==> src/rtl/sram_like_arbiter_pkg.sv <==
// -----------------------------------------------------------------------------
// sram_like_arbiter_pkg
//   Shared encodings for the two-master SRAM-like arbiter:
//     - FSM state codes   ARB_IDLE / ARB_ISSUE / ARB_WAIT
//     - owner codes       OWN_IF (instruction fetch) / OWN_MEM (data access)
//     - transfer sizes    SZ_B / SZ_H / SZ_W
//   Owner codes double as bit positions in the one-hot grant vector, so
//   grant[OWN_IF] / grant[OWN_MEM] are the per-requester grant bits.
// -----------------------------------------------------------------------------
package sram_like_arbiter_pkg;

  // FSM state encoding
  localparam logic [1:0] ARB_IDLE  = 2'd0;
  localparam logic [1:0] ARB_ISSUE = 2'd1;
  localparam logic [1:0] ARB_WAIT  = 2'd2;

  // Owner of the transaction in flight; also the index into the grant vector
  localparam logic OWN_IF  = 1'b0;
  localparam logic OWN_MEM = 1'b1;

  // Transfer size codes carried on data_size / mem_size
  localparam logic [1:0] SZ_B = 2'd0;
  localparam logic [1:0] SZ_H = 2'd1;
  localparam logic [1:0] SZ_W = 2'd2;

endpackage

==> src/rtl/sram_like_arbiter_if.sv <==
// -----------------------------------------------------------------------------
// sram_like_arbiter_if
//   Bundles the three SRAM-like channels seen by the arbiter:
//     inst_*  : instruction-fetch requester (read only)
//     data_*  : data-access requester (read / write)
//     mem_*   : shared port towards the external bus bridge
//     busy    : arbiter has a transaction in flight
//   Modports:
//     slave  - the arbiter's view (serves both requesters, drives the bus)
//     master - the surrounding system's view (core requesters + bus slave)
//
//   Handshake semantics (all channels):
//     A requester raises *_req with its fields and holds req and fields
//     stable until it sees *_addr_ok high in the same cycle; that cycle is
//     the acceptance. Exactly one cycle later or more, *_data_ok pulses high
//     for one cycle with *_rdata valid (reads) or as a write acknowledge.
//     On the bus side the arbiter plays the requester role with mem_req /
//     mem_addr_ok / mem_data_ok. Only one transaction is outstanding.
// -----------------------------------------------------------------------------
interface sram_like_arbiter_if #(
  parameter int ADDR_W = 32,
  parameter int DATA_W = 32
);

  // Instruction-fetch channel
  logic                  inst_req;
  logic [ADDR_W-1:0]     inst_addr;
  logic                  inst_addr_ok;
  logic                  inst_data_ok;
  logic [DATA_W-1:0]     inst_rdata;

  // Data-access channel
  logic                  data_req;
  logic                  data_wr;
  logic [1:0]            data_size;
  logic [ADDR_W-1:0]     data_addr;
  logic [DATA_W/8-1:0]   data_wstrb;
  logic [DATA_W-1:0]     data_wdata;
  logic                  data_addr_ok;
  logic                  data_data_ok;
  logic [DATA_W-1:0]     data_rdata;

  // Shared bus channel
  logic                  mem_req;
  logic                  mem_wr;
  logic [1:0]            mem_size;
  logic [ADDR_W-1:0]     mem_addr;
  logic [DATA_W/8-1:0]   mem_wstrb;
  logic [DATA_W-1:0]     mem_wdata;
  logic                  mem_addr_ok;
  logic                  mem_data_ok;
  logic [DATA_W-1:0]     mem_rdata;

  // Status
  logic                  busy;

  modport slave (
    input  inst_req, inst_addr,
    output inst_addr_ok, inst_data_ok, inst_rdata,
    input  data_req, data_wr, data_size, data_addr, data_wstrb, data_wdata,
    output data_addr_ok, data_data_ok, data_rdata,
    output mem_req, mem_wr, mem_size, mem_addr, mem_wstrb, mem_wdata,
    input  mem_addr_ok, mem_data_ok, mem_rdata,
    output busy
  );

  modport master (
    output inst_req, inst_addr,
    input  inst_addr_ok, inst_data_ok, inst_rdata,
    output data_req, data_wr, data_size, data_addr, data_wstrb, data_wdata,
    input  data_addr_ok, data_data_ok, data_rdata,
    input  mem_req, mem_wr, mem_size, mem_addr, mem_wstrb, mem_wdata,
    output mem_addr_ok, mem_data_ok, mem_rdata,
    input  busy
  );

endinterface

==> src/rtl/sram_like_arbiter_arb_pick.sv <==
// -----------------------------------------------------------------------------
// arb_pick
//   Combinational 2-way grant picker for the SRAM-like arbiter.
//   Ports:
//     inst_req   in   IF request
//     data_req   in   MEM request
//     last_grant in   owner code of the previous grant (round-robin only)
//     grant      out  one-hot grant, bit OWN_IF / bit OWN_MEM
//   Configuration:
//     SRAM_ARB_RR_EN defined   - on contention the grant goes to the
//                                requester that did not win last time
//     SRAM_ARB_RR_EN undefined - MEM always wins on contention
//   A single requester is always granted. The picker does not know the
//   FSM state; the top gates the grant with IDLE.
// -----------------------------------------------------------------------------
module arb_pick
  import sram_like_arbiter_pkg::*;
(
  input  logic       inst_req,
  input  logic       data_req,
  input  logic       last_grant,
  output logic [1:0] grant
);

`ifdef SRAM_ARB_RR_EN
  always_comb begin
    grant = 2'b00;
    if (inst_req && data_req) begin
      // Alternate: whoever won last time yields
      if (last_grant == OWN_MEM) begin
        grant[OWN_IF] = 1'b1;
      end else begin
        grant[OWN_MEM] = 1'b1;
      end
    end else if (data_req) begin
      grant[OWN_MEM] = 1'b1;
    end else if (inst_req) begin
      grant[OWN_IF] = 1'b1;
    end
  end
`else
  // History is irrelevant with fixed priority
  logic unused_last_grant;
  assign unused_last_grant = last_grant;

  always_comb begin
    grant = 2'b00;
    if (data_req) begin
      grant[OWN_MEM] = 1'b1;
    end else if (inst_req) begin
      grant[OWN_IF] = 1'b1;
    end
  end
`endif

endmodule

==> src/rtl/sram_like_arbiter.sv <==
// -----------------------------------------------------------------------------
// sram_like_arbiter
//   Shares one SRAM-like bus port between instruction fetch (IF) and data
//   access (MEM). One transaction is outstanding at a time:
//     IDLE  : pick a winner, assert its addr_ok, capture its request
//     ISSUE : present the captured request on mem_* until mem_addr_ok
//     WAIT  : wait for mem_data_ok
//   The owner's data_ok pulses the cycle after mem_data_ok, with read data
//   already in that requester's rdata register. Writes leave rdata as is.
//
//   Ports:
//     clk        in   clock, rising edge
//     reset      in   synchronous, active-high; drops any transaction
//     bus        slave modport of sram_like_arbiter_if (inst_*, data_*,
//                mem_*, busy)
//     dbg_state  out  current FSM state (ARB_IDLE / ARB_ISSUE / ARB_WAIT)
//
//   Parameters: ADDR_W (address width), DATA_W (data width, strobe DATA_W/8).
//   Must match the parameters of the connected interface instance.
//
//   Configuration macro: SRAM_ARB_RR_EN selects round-robin arbitration on
//   contention; without it MEM has fixed priority.
// -----------------------------------------------------------------------------
module sram_like_arbiter
  import sram_like_arbiter_pkg::*;
#(
  parameter int ADDR_W = 32,
  parameter int DATA_W = 32
) (
  input  logic               clk,
  input  logic               reset,
  sram_like_arbiter_if.slave bus,
  output logic [1:0]         dbg_state
);

  localparam int STRB_W = DATA_W / 8;

  // ---------------------------------------------------------------------------
  // State and request registers
  // ---------------------------------------------------------------------------
  logic [1:0]          state_q;
  logic [1:0]          state_d;
  logic                owner_q;

  logic                req_wr_q;
  logic [1:0]          req_size_q;
  logic [ADDR_W-1:0]   req_addr_q;
  logic [STRB_W-1:0]   req_wstrb_q;
  logic [DATA_W-1:0]   req_wdata_q;

  logic [DATA_W-1:0]   inst_rdata_q;
  logic [DATA_W-1:0]   data_rdata_q;
  logic                inst_data_ok_q;
  logic                data_data_ok_q;

  logic [1:0]          grant;
  logic                last_grant;
  logic                in_idle;
  logic                accept;
  logic                complete;

  // ---------------------------------------------------------------------------
  // Arbitration
  // ---------------------------------------------------------------------------
  arb_pick u_pick (
    .inst_req   (bus.inst_req),
    .data_req   (bus.data_req),
    .last_grant (last_grant),
    .grant      (grant)
  );

`ifdef SRAM_ARB_RR_EN
  // Records who won the most recent grant, contended or not
  logic last_grant_q;

  always_ff @(posedge clk) begin
    if (reset) begin
      last_grant_q <= OWN_IF;
    end else if (accept) begin
      last_grant_q <= grant[OWN_MEM] ? OWN_MEM : OWN_IF;
    end
  end

  assign last_grant = last_grant_q;
`else
  assign last_grant = OWN_IF;
`endif

  assign in_idle = (state_q == ARB_IDLE);

  // Grants are only honoured in IDLE and never while reset is applied, so
  // addr_ok can never reach a requester whose request would then be dropped.
  assign accept = in_idle && !reset && (grant != 2'b00);

  // Completion: bus data returns in WAIT, or together with the address
  // handshake in ISSUE. A lone mem_data_ok in ISSUE or IDLE is not ours.
  assign complete = !reset &&
                    (((state_q == ARB_ISSUE) && bus.mem_addr_ok && bus.mem_data_ok) ||
                     ((state_q == ARB_WAIT)  && bus.mem_data_ok));

  // ---------------------------------------------------------------------------
  // Next-state logic
  // ---------------------------------------------------------------------------
  always_comb begin
    state_d = state_q;
    case (state_q)
      ARB_IDLE: begin
        if (accept) begin
          state_d = ARB_ISSUE;
        end
      end
      ARB_ISSUE: begin
        if (bus.mem_addr_ok) begin
          state_d = bus.mem_data_ok ? ARB_IDLE : ARB_WAIT;
        end
      end
      ARB_WAIT: begin
        if (bus.mem_data_ok) begin
          state_d = ARB_IDLE;
        end
      end
      default: begin
        state_d = ARB_IDLE;
      end
    endcase
  end

  // ---------------------------------------------------------------------------
  // Sequential state, request capture and response routing
  // ---------------------------------------------------------------------------
  always_ff @(posedge clk) begin
    if (reset) begin
      state_q        <= ARB_IDLE;
      owner_q        <= OWN_IF;
      req_wr_q       <= 1'b0;
      req_size_q     <= 2'd0;
      req_addr_q     <= '0;
      req_wstrb_q    <= '0;
      req_wdata_q    <= '0;
      inst_rdata_q   <= '0;
      data_rdata_q   <= '0;
      inst_data_ok_q <= 1'b0;
      data_data_ok_q <= 1'b0;
    end else begin
      state_q <= state_d;

      // One-cycle completion pulses, routed by the captured owner
      inst_data_ok_q <= complete && (owner_q == OWN_IF);
      data_data_ok_q <= complete && (owner_q == OWN_MEM);

      if (accept) begin
        if (grant[OWN_MEM]) begin
          owner_q     <= OWN_MEM;
          req_wr_q    <= bus.data_wr;
          req_size_q  <= bus.data_size;
          req_addr_q  <= bus.data_addr;
          req_wstrb_q <= bus.data_wstrb;
          req_wdata_q <= bus.data_wdata;
        end else begin
          // Instruction fetch is always a full-word read
          owner_q     <= OWN_IF;
          req_wr_q    <= 1'b0;
          req_size_q  <= SZ_W;
          req_addr_q  <= bus.inst_addr;
          req_wstrb_q <= '0;
          req_wdata_q <= '0;
        end
      end

      if (complete && (owner_q == OWN_IF)) begin
        inst_rdata_q <= bus.mem_rdata;
      end

      // A write acknowledge carries no data; keep the last read value
      if (complete && (owner_q == OWN_MEM) && !req_wr_q) begin
        data_rdata_q <= bus.mem_rdata;
      end
    end
  end

  // ---------------------------------------------------------------------------
  // Outputs
  // ---------------------------------------------------------------------------
  assign bus.inst_addr_ok = accept && grant[OWN_IF];
  assign bus.data_addr_ok = accept && grant[OWN_MEM];

  assign bus.inst_data_ok = inst_data_ok_q;
  assign bus.data_data_ok = data_data_ok_q;
  assign bus.inst_rdata   = inst_rdata_q;
  assign bus.data_rdata   = data_rdata_q;

  // Bus fields come straight from the request registers, so they hold
  // stable for as long as the slave stalls mem_addr_ok.
  assign bus.mem_req   = (state_q == ARB_ISSUE);
  assign bus.mem_wr    = req_wr_q;
  assign bus.mem_size  = req_size_q;
  assign bus.mem_addr  = req_addr_q;
  assign bus.mem_wstrb = req_wstrb_q;
  assign bus.mem_wdata = req_wdata_q;

  assign bus.busy  = !in_idle;
  assign dbg_state = state_q;

endmodule

==> src/flat_wrapper.sv <==
// flat-port wrapper written by rule: the top's interface ports become plain ports
module sram_like_arbiter_flat import sram_like_arbiter_pkg::*;
#(
  parameter int ADDR_W = 32,
  parameter int DATA_W = 32
)
  (clk, reset, dbg_state, bus_inst_req, bus_inst_addr, bus_inst_addr_ok, bus_inst_data_ok, bus_inst_rdata, bus_data_req, bus_data_wr, bus_data_size, bus_data_addr, bus_data_wstrb, bus_data_wdata, bus_data_addr_ok, bus_data_data_ok, bus_data_rdata, bus_mem_req, bus_mem_wr, bus_mem_size, bus_mem_addr, bus_mem_wstrb, bus_mem_wdata, bus_mem_addr_ok, bus_mem_data_ok, bus_mem_rdata, bus_busy);
  sram_like_arbiter_if #(.ADDR_W(ADDR_W), .DATA_W(DATA_W)) bus_i ();
  input  logic clk;
  input  logic reset;
  output logic [1:0] dbg_state;
  input wire logic [$bits(bus_i.inst_req)-1:0] bus_inst_req;
  input wire logic [$bits(bus_i.inst_addr)-1:0] bus_inst_addr;
  output wire logic [$bits(bus_i.inst_addr_ok)-1:0] bus_inst_addr_ok;
  output wire logic [$bits(bus_i.inst_data_ok)-1:0] bus_inst_data_ok;
  output wire logic [$bits(bus_i.inst_rdata)-1:0] bus_inst_rdata;
  input wire logic [$bits(bus_i.data_req)-1:0] bus_data_req;
  input wire logic [$bits(bus_i.data_wr)-1:0] bus_data_wr;
  input wire logic [$bits(bus_i.data_size)-1:0] bus_data_size;
  input wire logic [$bits(bus_i.data_addr)-1:0] bus_data_addr;
  input wire logic [$bits(bus_i.data_wstrb)-1:0] bus_data_wstrb;
  input wire logic [$bits(bus_i.data_wdata)-1:0] bus_data_wdata;
  output wire logic [$bits(bus_i.data_addr_ok)-1:0] bus_data_addr_ok;
  output wire logic [$bits(bus_i.data_data_ok)-1:0] bus_data_data_ok;
  output wire logic [$bits(bus_i.data_rdata)-1:0] bus_data_rdata;
  output wire logic [$bits(bus_i.mem_req)-1:0] bus_mem_req;
  output wire logic [$bits(bus_i.mem_wr)-1:0] bus_mem_wr;
  output wire logic [$bits(bus_i.mem_size)-1:0] bus_mem_size;
  output wire logic [$bits(bus_i.mem_addr)-1:0] bus_mem_addr;
  output wire logic [$bits(bus_i.mem_wstrb)-1:0] bus_mem_wstrb;
  output wire logic [$bits(bus_i.mem_wdata)-1:0] bus_mem_wdata;
  input wire logic [$bits(bus_i.mem_addr_ok)-1:0] bus_mem_addr_ok;
  input wire logic [$bits(bus_i.mem_data_ok)-1:0] bus_mem_data_ok;
  input wire logic [$bits(bus_i.mem_rdata)-1:0] bus_mem_rdata;
  output wire logic [$bits(bus_i.busy)-1:0] bus_busy;
  assign bus_i.inst_req = bus_inst_req;
  assign bus_i.inst_addr = bus_inst_addr;
  assign bus_inst_addr_ok = bus_i.inst_addr_ok;
  assign bus_inst_data_ok = bus_i.inst_data_ok;
  assign bus_inst_rdata = bus_i.inst_rdata;
  assign bus_i.data_req = bus_data_req;
  assign bus_i.data_wr = bus_data_wr;
  assign bus_i.data_size = bus_data_size;
  assign bus_i.data_addr = bus_data_addr;
  assign bus_i.data_wstrb = bus_data_wstrb;
  assign bus_i.data_wdata = bus_data_wdata;
  assign bus_data_addr_ok = bus_i.data_addr_ok;
  assign bus_data_data_ok = bus_i.data_data_ok;
  assign bus_data_rdata = bus_i.data_rdata;
  assign bus_mem_req = bus_i.mem_req;
  assign bus_mem_wr = bus_i.mem_wr;
  assign bus_mem_size = bus_i.mem_size;
  assign bus_mem_addr = bus_i.mem_addr;
  assign bus_mem_wstrb = bus_i.mem_wstrb;
  assign bus_mem_wdata = bus_i.mem_wdata;
  assign bus_i.mem_addr_ok = bus_mem_addr_ok;
  assign bus_i.mem_data_ok = bus_mem_data_ok;
  assign bus_i.mem_rdata = bus_mem_rdata;
  assign bus_busy = bus_i.busy;
  sram_like_arbiter #(.ADDR_W(ADDR_W), .DATA_W(DATA_W)) u_core (.clk(clk), .reset(reset), .bus(bus_i), .dbg_state(dbg_state));
endmodule
==> config.mk <==
export PLATFORM = sky130hd
export DESIGN_NAME = sram_like_arbiter_flat
export DESIGN_NICKNAME = d
export VERILOG_FILES = /design/src/rtl/sram_like_arbiter_pkg.sv /design/src/rtl/sram_like_arbiter_if.sv /design/src/rtl/sram_like_arbiter_arb_pick.sv /design/src/rtl/sram_like_arbiter.sv /design/src/flat_wrapper.sv
export SDC_FILE = /design/constraint.sdc
export NUM_CORES = 1
export LEC_CHECK = 0
export CAP_MARGIN = 20
export CORE_AREA = 2 2 110 112
export DETAILED_ROUTE_END_ITERATION = 7
export DIE_AREA = 0 0 112 114
export DONT_BUFFER_PORTS = 1
export GPL_TIMING_DRIVEN = 0
export SLEW_MARGIN = 15
export SYNTH_ARGS = -nofsm -noshare
export SYNTH_HDL_FRONTEND = slang
export SYNTH_HIERARCHICAL = 1
export SYNTH_SLANG_ARGS = --single-unit
==> constraint.sdc <==
create_clock -name clk -period 4.25 [get_ports clk]
set_input_delay 1.0625 -clock clk [delete_from_list [all_inputs] [get_ports clk]]
set_output_delay 1.0625 -clock clk [all_outputs]
set_load 0.05 [all_outputs]
Word level (Yosys, flattened, before mapping)

Cells that the tools add are included.

Register bits after elaboration: 140
Bits of input ports: 141
Output and inout bits: 143
Logic and storage cells: 49

Equal/unequal tests: 5
Multiplexer cells: 14
Bitwise gates (word level): 1
Reduce and logical (&&, ||, !) cells: 18

Operator list:

| cell                                          | number |
|---|---|
| two-way mux 32 bit                            | 2 |
| logical AND 1 bit                             | 11 |
| two-way mux 2 bit                             | 5 |
| one-hot mux 2 bit (3 select lines)            | 1 |
| two-way mux 1 bit                             | 5 |
| two-way mux 4 bit                             | 1 |
| != test 2 bit, second input constant          | 2 |
| logical NOT 1 bit                             | 3 |
| AND reduction 3 bit                           | 1 |
| == test 2 x 1 -> 1 bit, second input constant | 1 |
| == test 2 bit, second input constant          | 1 |
| logical NOT 2 bit                             | 1 |
| != test 2 x 1 -> 1 bit, second input constant | 1 |
| nonzero test 2 bit                            | 1 |
| logical OR 1 bit                              | 1 |
| NOT 1 bit                                     | 1 |

Depth between registers and ports, before layout

Word-level depth: 7
Depth in mapped cells: 6
Depth with buffers taken out: 4

Modules after synthesis

Netlist, hierarchy kept.

Modules (own cells, without submodules):

| module            | times used | cells each | area each (µm²) | seq. area each (µm²) |
|---|---|---|---|---|
| sram_like_arbiter | 1          | 460        | 5327.6          | 2802.7 |
| arb_pick          | 1          | 2          | 21.3            | 0.0 |

Worst setup path after synthesis

OpenSTA, ideal clock, no wires.

Kind: input to output
Start: input reset
End: output bus_inst_addr_ok
Data arrival time: 2.483 ns
Data required time: 3.188 ns
Slack: 0.705 ns
Stages on the path: 5
Path buffers: 3
Cells stage by stage: buf_2 clkbuf_1 nand3b_1 buf_2 nor2_1

Longest elaborated chain between the ends: 4

Ends and longest elaborated chain:

| what                            | line                     | text |
|---|---|---|
| from (decl)                     | flat_wrapper.sv:10       | `input logic reset;` |
| logical NOT 1 bit               | sram_like_arbiter.sv:93  | `assign accept = in_idle && !reset && (grant != 2'b00);` |
| logical AND 1 bit (2 in series) | sram_like_arbiter.sv:93  |  |
| logical AND 1 bit               | sram_like_arbiter.sv:184 | `assign bus.inst_addr_ok = accept && grant[OWN_IF];` |
| to (decl)                       | flat_wrapper.sv:14       | `output wire logic [$bits(bus_i.inst_addr_ok)-1:0] bus_inst_addr_ok;` |

Every way passes these cells.

Final worst setup path

Same ends and word-level chain as after synthesis.

==> metrics.md <==
| Metric | Value |
|---|---|
| GPL Wtd Cong | `approximately 0.75` |
| Avg Cell Area, Syn | `about 12 µm²` |
| Peak supply drop | `approximately 260 µV` |
| Area delta synth->final | `15.1%` |
| Critical Path Start | `reset` |
| Drt wl/cell | `between 20 and 25 µm` |
| CP Data Arrival Time | `roughly 3000 ps` |
| Cell Area, Synth | `about 0.0053 mm²` |
| Yosys warns | `6` |
| Post-DP HPWL | `around 10000 µm` |
| Largest net degree at the start of global routing | `17` |
| Fin nets | `about 620` |
| Pwr dens | `between 500 and 600 mW/mm²` |
| Die W | `between 100 and 150 µm` |
| Status | `complete, no violations` |
| Vias in the first global route | `3569` |
| RR Endpoint | `u_core/bus.mem_wdata[26]` |
| Row count | `40` |
| CTS Buf Count | `17` |
| Clock Pin Slew Worst Setup and Hold Paths | `around 60 ps` |
| Final Skew | `a little under 9 ps` |
| CP Capture Type | `primary output` |
| Core area | `about 0.012 mm²` |
| Vias per inst | `roughly 5.4` |
| Num ports | `between 200 and 300` |
| TritonCTS clock tree | `yes` |
| R2R setup slack | `2020 ps` |
| Crit path to | `bus_inst_addr_ok` |
| Minimum clock period | `about 4000 ps` |
| Initial drt markers | `between 100 and 150` |
| P_leak | `a little under 3 nW` |
| Sw Ratio | `29.4%` |
| Initial antenna violation count | `0` |
| Max cap viols | `0` |
| Setup TNS Final | `0 ps` |
| Worst-case reg-to-reg path depth | `3` |
| Cts hold-fix bufs | `0` |
| Achievable Freq | `between 200 and 300 MHz` |
| Worst min path class | `register to register` |
| Syn Inst Count | `461` |
| RSZ-0062 raised after global routing | `no` |
| Cell area after layout | `about 0.006 mm²` |
| Final period utilization | `about 94%` |
| R2R Path Start | `u_core/dbg_state[1]` |
| P_sw | `roughly 0.001 W` |
| Global route overflow | `0` |
| Final-report setup violation count | `0` |
| Initial core utilization | `a little under half` |
| Layout cells sized above 1 | `12.2%` |
| Tightest Pin Transition | `about 1000 ps` |
| GRT Overall Usage | `19.7%` |
| Reg power frac | `approximately half` |
| First-pass GRT wire length | `just under 20000 µm` |
| Final-layout fill cell count | `between 1000 and 1500` |
| I/O Buffers | `0` |
| Placed cell area | `about 0.0055 mm²` |
| Logic pwr share | `~6.3%` |
| Final ANT Viol Nets | `0` |
| Fin. Hold Viols | `0` |
| H-Tree Depth | `4` |
| Max_slew headroom | `around a third` |
| Slew Limit Fails | `0` |
| Pre-antenna DRT Iters | `4` |
| Vias post-DR | `about 3500` |
| Pint | `about 0.0024 W` |
| Worst EP required | `~3200 ps` |
| CP Class | `primary input to primary output` |
| Clock Latency Late Sink | `roughly 410 ps` |
| Post-CTS Setup Bufs | `0` |
| Sink Count | `140` |
| Drt drc | `0` |
| Die ar. | `about 0.013 mm²` |
| CP max FO | `10` |
| Total power | `~0.0035 W` |
| Clk buf depth | `2` |
| CTS resizes | `0` |
| Diode count | `0` |
| Syn_nets | `approximately 600` |
| Clk pwr share | `approximately 45%` |
| Root Buffer | `clkbuf_16` |
| Final hold slack | `around 550 ps` |
| Post-Route WL | `around 13000 µm` |
| Crit path launch type | `primary input` |
| Die Y | `about 110 µm` |
-- metal layers --
metal,up-vias,track usage [%],wire length [µm]
li1,1646,-,-
met1,1618,21.7,4920
met2,170,33.8,6500
met3,16,9.19,1250
met4,0,7.07,211
met5,-,0,0
-- flip-flops by register name (all words and copies together), names as in the netlist --
name,count
u_core/bus.inst_rdata,32
u_core/dbg_state,2
u_core/bus.mem_size,2
u_core/bus.mem_wr,1
u_core/bus.data_rdata,32
u_core/bus.inst_data_ok,1
u_core/bus.data_data_ok,1
u_core/bus.mem_wdata,32
u_core/bus.mem_wstrb,4
u_core/owner_q,1
u_core/bus.mem_addr,32
-- power by group through the flow --
stage | combinational, W | sequential, W | clock (W)
after floorplan | 0.000179 | 0.00170 | 0
after global placement | 0.000212 | 0.00172 | 0
after detailed placement | 0.000220 | 0.00172 | 0
after CTS | 0.000220 | 0.00169 | 0.00157
after global routing | 0.000240 | 0.00170 | 0.00163
final | 0.000218 | 0.00169 | 0.00154
-- per-stage QoR --
| stage | util, % | std cells | setup WS, ps |
|---|---|---|---|
| after floorplan | - | 461 | 705 |
| final | 52.5 | 640 | 258 |
| after detailed placement | 47.2 | 608 | 238 |
| after global placement | 47.2 | 608 | 298 |
| after CTS | 52.5 | 640 | 223 |
| after global routing | 52.5 | 640 | 123 |
-- layout make-up --
class | instances | area, µm² | area share, %
clock inverters | 14 | 183 | 2.97
well taps | 147 | 184 | 2.99
multi-input cells | 252 | 2170 | 35.3
plain buffers | 33 | 236 | 3.84
inverters | 36 | 135 | 2.20
flip-flops and latches | 140 | 2800 | 45.6
clock buffers | 18 | 439 | 7.14
-- worst min path at each step --
stage                   start                      end  slack, ps  depth (start not counted)
2_1_floorplan  u_core/owner_q           u_core/owner_q        460                          1
3_3_place_gp   u_core/owner_q           u_core/owner_q        510                          1
3_5_place_dp   u_core/owner_q  u_core/bus.data_data_ok        530                          1
4_1_cts        u_core/owner_q  u_core/bus.data_data_ok        550                          1
5_1_grt        u_core/owner_q           u_core/owner_q        570                          1
6_report       u_core/owner_q  u_core/bus.data_data_ok        550                          1
-- worst max-delay path, cell delays in order --
cell	delay, ps
buf_2	170
clkbuf_1	240
nand3b_1	420
buf_2	320
nor2_1	710
-- placed cells by master (no fill, tap or decap), drive strengths merged --
master	n
a311oi	1
and2b	1
nand2b	65
clkinvlp	5
a21o	1
bufinv	3
and3b	1
nor3b	1
buf	21
or2	1
clkbuf	30
nor4bb	1
a22o	38
mux2i	96
a21oi	2
nor2	4
o2bb2ai	32
o41ai	1
dfxtp	140
and4bb	1
nor4b	1
inv	42
o21ai	2
nand3b	1
nor2b	1
nor3	1
Power figures use the tool's default switching activity.
